## src/rtl/dmem_sram_bridge.sv

```systemverilog
// Data-memory bridge: turns the merged E-stage memory request into a single
// outstanding SRAM-like bus transaction, returns the aligned load result and holds the LL/SC link bit.
`ifndef OP_LB
`define OP_LB  6'h20
`endif
`ifndef OP_LH
`define OP_LH  6'h21
`endif
`ifndef OP_LW
`define OP_LW  6'h23
`endif
`ifndef OP_LBU
`define OP_LBU 6'h24
`endif
`ifndef OP_LHU
`define OP_LHU 6'h25
`endif
`ifndef OP_SB
`define OP_SB  6'h28
`endif
`ifndef OP_SH
`define OP_SH  6'h29
`endif
`ifndef OP_SW
`define OP_SW  6'h2b
`endif
`ifndef OP_LL
`define OP_LL  6'h30
`endif
`ifndef OP_SC
`define OP_SC  6'h38
`endif

module dmem_sram_bridge (
   input  logic        clk,
   input  logic        rst,
   input  logic        E_mem_en,
   input  logic        E_mem_ren,
   input  logic        E_mem_wen,
   input  logic [5:0]  E_mem_op,
   input  logic [31:0] E_mem_addr,
   input  logic [31:0] E_mem_wdata,
   input  logic        E_flush,
   input  logic        M_ena,
   input  logic        llbit_clr,
   output logic        d_stall,
   output logic [31:0] M_mem_rdata,
   output logic        data_req,
   output logic        data_wr,
   output logic [1:0]  data_size,
   output logic [3:0]  data_wstrb,
   output logic [31:0] data_addr,
   output logic [31:0] data_wdata,
   input  logic        data_addr_ok,
   input  logic        data_data_ok,
   input  logic [31:0] data_rdata,
   output logic [1:0]  state_dbg
);

   // Bus handshake: data_req stays high with stable fields until data_addr_ok is
   // sampled high; the single outstanding access then completes on data_data_ok.
   typedef enum logic [1:0] {IDLE = 2'd0, REQ = 2'd1, WAIT = 2'd2, DONE = 2'd3} state_t;

   state_t      state, state_nxt;
   logic [5:0]  op_q;
   logic        ren_q;
   logic [31:0] result;
   logic        llbit;
   logic        cancel;
   logic        accept, sc_fail, finish, cancel_now;
   logic [1:0]  enc_size;
   logic [3:0]  enc_wstrb;
   logic [31:0] enc_wdata;
   logic [7:0]  byte_sel;
   logic [15:0] half_sel;
   logic [31:0] load_val;

   assign accept     = (state == IDLE) && E_mem_en && !E_flush;
   assign sc_fail    = accept && (E_mem_op == `OP_SC) && !llbit;
   assign finish     = (state == WAIT) && data_data_ok;
   // A flush arriving on the very cycle the data returns also counts as a cancel.
   assign cancel_now = cancel || E_flush;

   assign data_req    = (state == REQ);
   assign M_mem_rdata = result;
   assign state_dbg   = state;

   always_comb begin
      state_nxt = state;
      d_stall   = 1'b0;
      case (state)
         IDLE: begin
            d_stall = E_mem_en && !E_flush;
            if (accept) state_nxt = sc_fail ? DONE : REQ;
         end
         REQ: begin
            d_stall = 1'b1;
            if (data_addr_ok) state_nxt = WAIT;
         end
         WAIT: begin
            d_stall = 1'b1;
            if (data_data_ok) state_nxt = cancel_now ? IDLE : DONE;
         end
         DONE: if (M_ena) state_nxt = IDLE;
         default: state_nxt = IDLE;
      endcase
   end

   always_comb begin
      enc_size  = 2'd2;
      enc_wstrb = 4'b1111;
      enc_wdata = E_mem_wdata;
      case (E_mem_op)
         `OP_SB, `OP_LB, `OP_LBU: begin
            enc_size  = 2'd0;
            enc_wstrb = 4'b0001 << E_mem_addr[1:0];
            enc_wdata = {4{E_mem_wdata[7:0]}};
         end
         `OP_SH, `OP_LH, `OP_LHU: begin
            enc_size  = 2'd1;
            enc_wstrb = E_mem_addr[1] ? 4'b1100 : 4'b0011;
            enc_wdata = {2{E_mem_wdata[15:0]}};
         end
         default: ;
      endcase
      if (!E_mem_wen) enc_wstrb = 4'b0000;
   end

   always_comb begin
      case (data_addr[1:0])
         2'd0:    byte_sel = data_rdata[7:0];
         2'd1:    byte_sel = data_rdata[15:8];
         2'd2:    byte_sel = data_rdata[23:16];
         default: byte_sel = data_rdata[31:24];
      endcase
      half_sel = data_addr[1] ? data_rdata[31:16] : data_rdata[15:0];
      case (op_q)
         `OP_LB:  load_val = {{24{byte_sel[7]}}, byte_sel};
         `OP_LBU: load_val = {24'd0, byte_sel};
         `OP_LH:  load_val = {{16{half_sel[15]}}, half_sel};
         `OP_LHU: load_val = {16'd0, half_sel};
         default: load_val = data_rdata;
      endcase
   end

   always_ff @(posedge clk or posedge rst) begin
      if (rst) state <= IDLE;
      else     state <= state_nxt;
   end

   always_ff @(posedge clk or posedge rst) begin
      if (rst) begin
         op_q       <= 6'd0;
         ren_q      <= 1'b0;
         data_wr    <= 1'b0;
         data_size  <= 2'd0;
         data_wstrb <= 4'd0;
         data_addr  <= 32'd0;
         data_wdata <= 32'd0;
      end else if (accept) begin
         op_q       <= E_mem_op;
         ren_q      <= E_mem_ren;
         data_wr    <= E_mem_wen;
         data_size  <= enc_size;
         data_wstrb <= enc_wstrb;
         data_addr  <= E_mem_addr;
         data_wdata <= enc_wdata;
      end
   end

   always_ff @(posedge clk or posedge rst) begin
      if (rst) begin
         result <= 32'd0;
         llbit  <= 1'b0;
         cancel <= 1'b0;
      end else begin
         if (sc_fail) result <= 32'd0;
         else if (finish && !cancel_now) begin
            if (ren_q)                result <= load_val;
            else if (op_q == `OP_SC)  result <= 32'd1;
         end
         // llbit_clr has priority over a completing LL in the same cycle.
         if (llbit_clr) llbit <= 1'b0;
         else if (finish && !cancel_now && ren_q && (op_q == `OP_LL)) llbit <= 1'b1;
         if (finish)                                         cancel <= 1'b0;
         else if (((state == REQ) || (state == WAIT)) && E_flush) cancel <= 1'b1;
      end
   end

endmodule

```

## config.mk

```make
export PLATFORM = sky130hd
export DESIGN_NAME = dmem_sram_bridge
export DESIGN_NICKNAME = d
export VERILOG_FILES = /design/src/rtl/dmem_sram_bridge.sv
export SDC_FILE = /design/constraint.sdc
export NUM_CORES = 1
export LEC_CHECK = 0
export CAP_MARGIN = 20
export CORE_MARGIN = 2
export CORE_UTILIZATION = 41
export CTS_BUF_LIST = sky130_fd_sc_hd__clkbuf_4 sky130_fd_sc_hd__clkbuf_8
export DETAILED_ROUTE_END_ITERATION = 12
export PLACE_DENSITY = 0.9
export SLEW_MARGIN = 20
export SYNTH_ARGS = -nofsm -noshare
export SYNTH_HDL_FRONTEND = slang
export SYNTH_SLANG_ARGS = --single-unit
```

## constraint.sdc

```tcl
create_clock -name clk -period 3.1 [get_ports clk]
set_input_delay 0.31 -clock clk [delete_from_list [all_inputs] [get_ports clk]]
set_output_delay 0.31 -clock clk [all_outputs]
set_load 0.01 [all_outputs]
```

=== Word level (Yosys, flattened, before mapping) ===
Cells that the tools add are included.

* Register bits: 114
* Input bits: 112

* Shifts and indexed selects: 1
* Muxes and demuxes: 24
* Equality and inequality tests: 22
* Reductions and logical operators: 26

{| class="wikitable"
|+ Operators by type and width
! kind !! count
|-
| two-way mux 32 bit || 4
|-
| one-hot mux 32 bit (4 select lines) || 1
|-
| == test 6 bit, second input constant || 13
|-
| one-hot mux 32 bit (2 select lines) || 1
|-
| one-hot mux 8 bit (3 select lines) || 1
|-
| two-way mux 16 bit || 1
|-
| two-way mux 2 bit || 6
|-
| logical AND 1 bit || 10
|-
| two-way mux 4 bit || 2
|-
| one-hot mux 2 bit (4 select lines) || 1
|-
| one-hot mux 4 bit (2 select lines) || 1
|-
| == test 2 bit, second input constant || 3
|-
| != test 2 bit, second input constant || 3
|-
| nonzero test 2 bit || 3
|-
| OR reduction 3 bit || 2
|-
| == test 2 x 1 -> 1 bit, second input constant || 2
|-
| logical NOT 2 bit || 2
|-
| two-way mux 1 bit || 4
|-
| one-hot mux 2 bit (2 select lines) || 1
|-
| AND reduction 4 bit || 1
|-
| << shifter 1 x 2 -> 4 bit, first input constant || 1
|-
| logical NOT 1 bit || 3
|-
| nonzero test 3 bit || 1
|-
| logical OR 1 bit || 2
|-
| 4 further kinds || 4
|}

=== Logic depth before layout (Yosys ltp) ===
Gate-level depths: netlist (run 1).

* Depth in word-level cells: 8
* Mapped depth: 9
* Gate-level depth less buffers: 6

=== Worst setup path after synthesis (run 1) ===
OpenSTA, ideal clock, no wires.

* Path type: reg2reg
* Start point: register state[0], in the netlist state_dbg[0]
* End point: register result[15], in the netlist M_mem_rdata[15]
* Period minus slack after synthesis: 2.287 ns
* Path buffers: 3
* Setup slack: 0.813 ns
* Arrival time: 2.166 ns
* Required time: 2.979 ns
* Setup time: 0.121 ns
* Cell stages (with the launch flop): 10
* Path through: dfrtp_1 inv_1 ha_1 nand3b_1 or4_1 buf_2 and3_1 buf_6 buf_6 a22o_1

* Longest elaborated chain between the ends: 7
* Elaborated cells on any way between the ends: 12
* Those cells by class: eq/ne (1); mux (1); reduce/logical (10)

{| class="wikitable"
|+ Ends and longest elaborated chain
! item !! line !! source
|-
| start: declaration || 64 || <nowiki>state_t state, state_nxt;</nowiki>
|-
| start signal: assignment || 148 || <nowiki>else state <= state_nxt;</nowiki>
|-
| logical NOT 2 bit || 78 || <nowiki>assign accept = (state == IDLE) && E_mem_en && !E_flush;</nowiki>
|-
| logical AND 1 bit (2 in a row) || 78 ||
|-
| logical AND 1 bit (2 in a row) || 79 || <nowiki>assign sc_fail = accept && (E_mem_op == `OP_SC) && !llbit;</nowiki>
|-
| nonzero test 3 bit (no line) or nonzero test 2 bit (tied branches) || -- ||
|-
| AND reduction 2 bit (no line) || -- ||
|-
| end signal: assignment || 179 || <nowiki>if (ren_q) result <= load_val;</nowiki>
|-
| end: declaration || 67 || <nowiki>logic [31:0] result;</nowiki>
|}

Several ways; a longest one is shown, not always the timed one.
A chain may end at the register's enable or synchronous reset.

=== Worst setup path in the final report (run 1) ===
* Start point: register state[0], in the netlist state_dbg[0]
* End point: register result[28], in the netlist M_mem_rdata[28]

Same word-level chain as after synthesis.

==> out/qor.csv, run 1 <==
stage;metric;value;unit
placement;place_area;8020;um^2
floorplanning;initial_utilization;42.31;%
global_route;gr-usage-all-layers;24.60;%
synth;synth.distinct_cells;43;
placement;dp_worst_setup_slack;0.1534;ns
synth;synth-seq-cells;114;
sta;skew;0.01002;ns
global_route;grt_max_degree;115;
floorplanning;die_x;121.4;um
critical_path;critPathMaxFanout;27;
critical_path;cp_data_arrival_time;3.12;ns
finish;fin_nets;942;
sta;fin_ws;0.3033;ns
synth;synth-seq-area-share;50.51;%
drt;num_vias;5448;
power_and_ir_drop;power.density;858.6;nW/um^2
critical_path;setup.reg_to_reg.worst_slack;0.30;ns
synth;ys_top_cells_by_area;dfrtp_1 51%, nand2_1 12%, mux2i_1 5.1%, o21ai_0 3.2%, a21o_1 2.8%;
sta;grt_setup_unrepaired;no;
floorplanning;design.core.area;13350;um^2
synth;synthesis.nets;730;
clocking;clk_path_buf_depth;2;
clocking;cts_max_level;4;
drt;drc;0;
floorplanning;io_pins;219;
synth;async_reset_ff_share;100.0;%
finish;final_cell_area;8418;um^2
floorplanning;fp.dieArea;14730;um^2
synth;synth_ff_type;dfrtp_1;
finish;regArea;2853;um^2
clocking;clk_pin_slew;0.07;ns
drt;drtIter0Drc;482;
drt;wirelength;17480;um
placement;dpl.cell_count;982;
clocking;cts_sinks;114;
synth;netlist_area;5648;um^2
global_route;grt_pass1_vias;5553;
placement;gp_congestion;0.8964;
drt;drtPass1Iterations;5;
drt;wire_per_inst;17.24;um
sta;worstMarginPinSlew;1.042;ns
global_route;grt-ovfl-total;0;
worst_hold_path;hold_path_class;in2async;
sta;finalCriticalPeriod;2.797;ns
sta;fmax;357.6;MHz
critical_path;worst-r2r-cell-count;6;
clocking;ctsResizeCount;0;
clocking;clock_latency;0.44;ns
sta;fin_tns_setup;0;ns
sta;period_share;90.22;%
synth;synth_top_area_share;50.51;%
finish;drive_above_1_share;8.234;%
placement;io_buffer_count;218;
synth;yosysTopAreaCell;dfrtp_1;
finish;fillers;1081;
sta;setup_violations;0;
sta;relSlewSlack;30.51;%
clocking;cts_tree;built;
clocking;ctsHoldBuffers;0;
critical_path;cp-end-kind;flip-flop;
finish;fin_cells;1014;
clocking;cts_buffers;17;
floorplanning;num_rows;42;
finish;area_growth;49.05;%
clocking;root_buffer;clkbuf_8;
sta;drv_slew;0;
finish;multi_input_area;2572;um^2
synth;synth_edf_count;0;
drt;ant_nets;0;
status;outcome;finished clean;
critical_path;reg2reg_to;M_mem_rdata[28]$_DFFE_PP0P_;
global_route;grt_pass1_wl;28190;um
critical_path;reg2reg_from;state_dbg[0]$_DFFE_PP0P_;
power_and_ir_drop;ir_drop;502.2;uV
clocking;postCtsSetupBuffers;0;
flow_run;max_cap_viol_count;0;
synth;avgSynthCellArea;9.214;um^2
drt;viasPerCell;5.373;
synth;synthCells;613;
floorplanning;die_h;121.4;um
power_and_ir_drop;p_leak;3.873;nW
critical_path;setup.worst_path.start_class;flip-flop;
critical_path;cp.required;3.42;ns
finish;num_antenna_cells;0;
placement;dp_hpwl;12410;um
synth;yosysWarnings;0;
critical_path;critPathKind;reg2reg;
global_route;antenna_found_initial;1;
sta;hold_violations;0;
-- area by class of cell --
| type | instances | share of cell area (%) |
|---|---|---|
| clock buffers | 23 | 3.463 |
| clock inverters | 9 | 1.263 |
| inverters | 11 | 0.5351 |
| multi-input cells | 445 | 30.56 |
| flip-flops and latches | 114 | 33.89 |
| well taps | 176 | 2.616 |
| repair buffers | 236 | 27.68 |
-- critical path: stages, from the launching register on --
cell and delay [ns]:
dfrtp_1 0.41, inv_1 0.15, ha_1 0.23, nor4bb_1 0.53, nand4_1 0.33, and3_1 0.62, a22o_1 0.40
-- logic make-up after synthesis --
| kind of cell | count (synthesis) | synth area share, % |
|---|---|---|
| flip-flops | 114 | 50.51 |
| multiplexers | 40 | 8.130 |
| buffers and inverters | 54 | 4.076 |
| AO/OA/AOI/OAI | 129 | 15.33 |
| AND/OR/NAND/NOR | 271 | 20.85 |
| adder cells (fa/ha/maj) | 5 | 1.108 |
-- worst max-delay path by stage --
stage	slack [ns]	endpoint	startpoint	depth (start not counted)
floorplan	0.81	M_mem_rdata[15]$_DFFE_PP0P_	state_dbg[0]$_DFFE_PP0P_	9
global placement	0.20	M_mem_rdata[16]$_DFFE_PP0P_	E_mem_op[0]	5
detailed placement	0.15	M_mem_rdata[28]$_DFFE_PP0P_	E_mem_op[0]	5
CTS	0.30	M_mem_rdata[28]$_DFFE_PP0P_	state_dbg[0]$_DFFE_PP0P_	6
global route	0.08	M_mem_rdata[28]$_DFFE_PP0P_	state_dbg[0]$_DFFE_PP0P_	6
finish	0.30	M_mem_rdata[28]$_DFFE_PP0P_	state_dbg[0]$_DFFE_PP0P_	6
-- cells in the final DEF, fill, tap and decap left out, drive strengths merged, types with 10 or more instances in the layout --
cell           instances
mux2i                 29
nor3                  13
nor2                  27
clkbuf                23
a21o                  21
clkdlybuf4s50        218
nand2                188
a21oi                 26
nand2b                17
a22o                  17
dfrtp                114
inv                   10
o21ai                 36
buf                   18
-- state kept, by name, summed over array words and instances, names as in the netlist --
name and flops:
M_mem_rdata 32, cancel 1, data_addr 32, data_size 2, data_wdata 32, data_wr 1
data_wstrb 4, llbit 1, op_q 6, ren_q 1, state_dbg 2
-- synthesized netlist by cell type (2+ instances only) --
cell       instances
a2111oi_0          5
a21o_1            21
a21oi_1           26
a22o_1            17
a31oi_1            2
a32o_1             5
buf_1              5
buf_2              4
buf_6              3
clkbuf_1          31
dfrtp_1          114
ha_1               5
inv_1             11
mux2_2             7
mux2i_1           29
mux4_2             4
nand2_1          188
nand2b_1          17
nand3_1            2
nand4_1            5
nor2_1            27
nor3_1            12
nor3b_1            5
nor4b_1            2
o21ai_0           36
o22ai_1            5
o32a_1             4
o41ai_1            4
or2_2              2
or4b_1             2
-- power breakdown --
group,total [mW],switching [mW],internal [mW]
Sequential,2.50,0.389,2.11
Combinational,3.32,1.55,1.77
Clock,1.41,0.617,0.788
-- per-layer routing --
metal | track usage, % | part of all wire [%] | up-vias
met3 | 9.445 | 11 | 36
li1 | - | - | 2537
met1 | 28.90 | 39 | 2578
met5 | 0 | 0.069 | -
met2 | 40.63 | 48 | 295
met4 | 9.626 | 2.4 | 2
-- metrics by stage --
step                util [%]  hold WS (ns)  power, mW
floorplan                  -        0.3731      4.046
global placement       60.03        0.4567      5.725
detailed placement     60.09        0.4623      5.840
CTS                    63.07        0.3584      7.281
global route           63.07        0.3785      7.713
finish                 63.07        0.3482      7.228
Power figures use the tool's default switching activity.
==> inputs of run 2 (changes only) <==
- HOLD_SLACK_MARGIN: not set -> 0.03
==> results of run 2 <==
No change in the layout: final DEF, timing and power equal those of run 1.
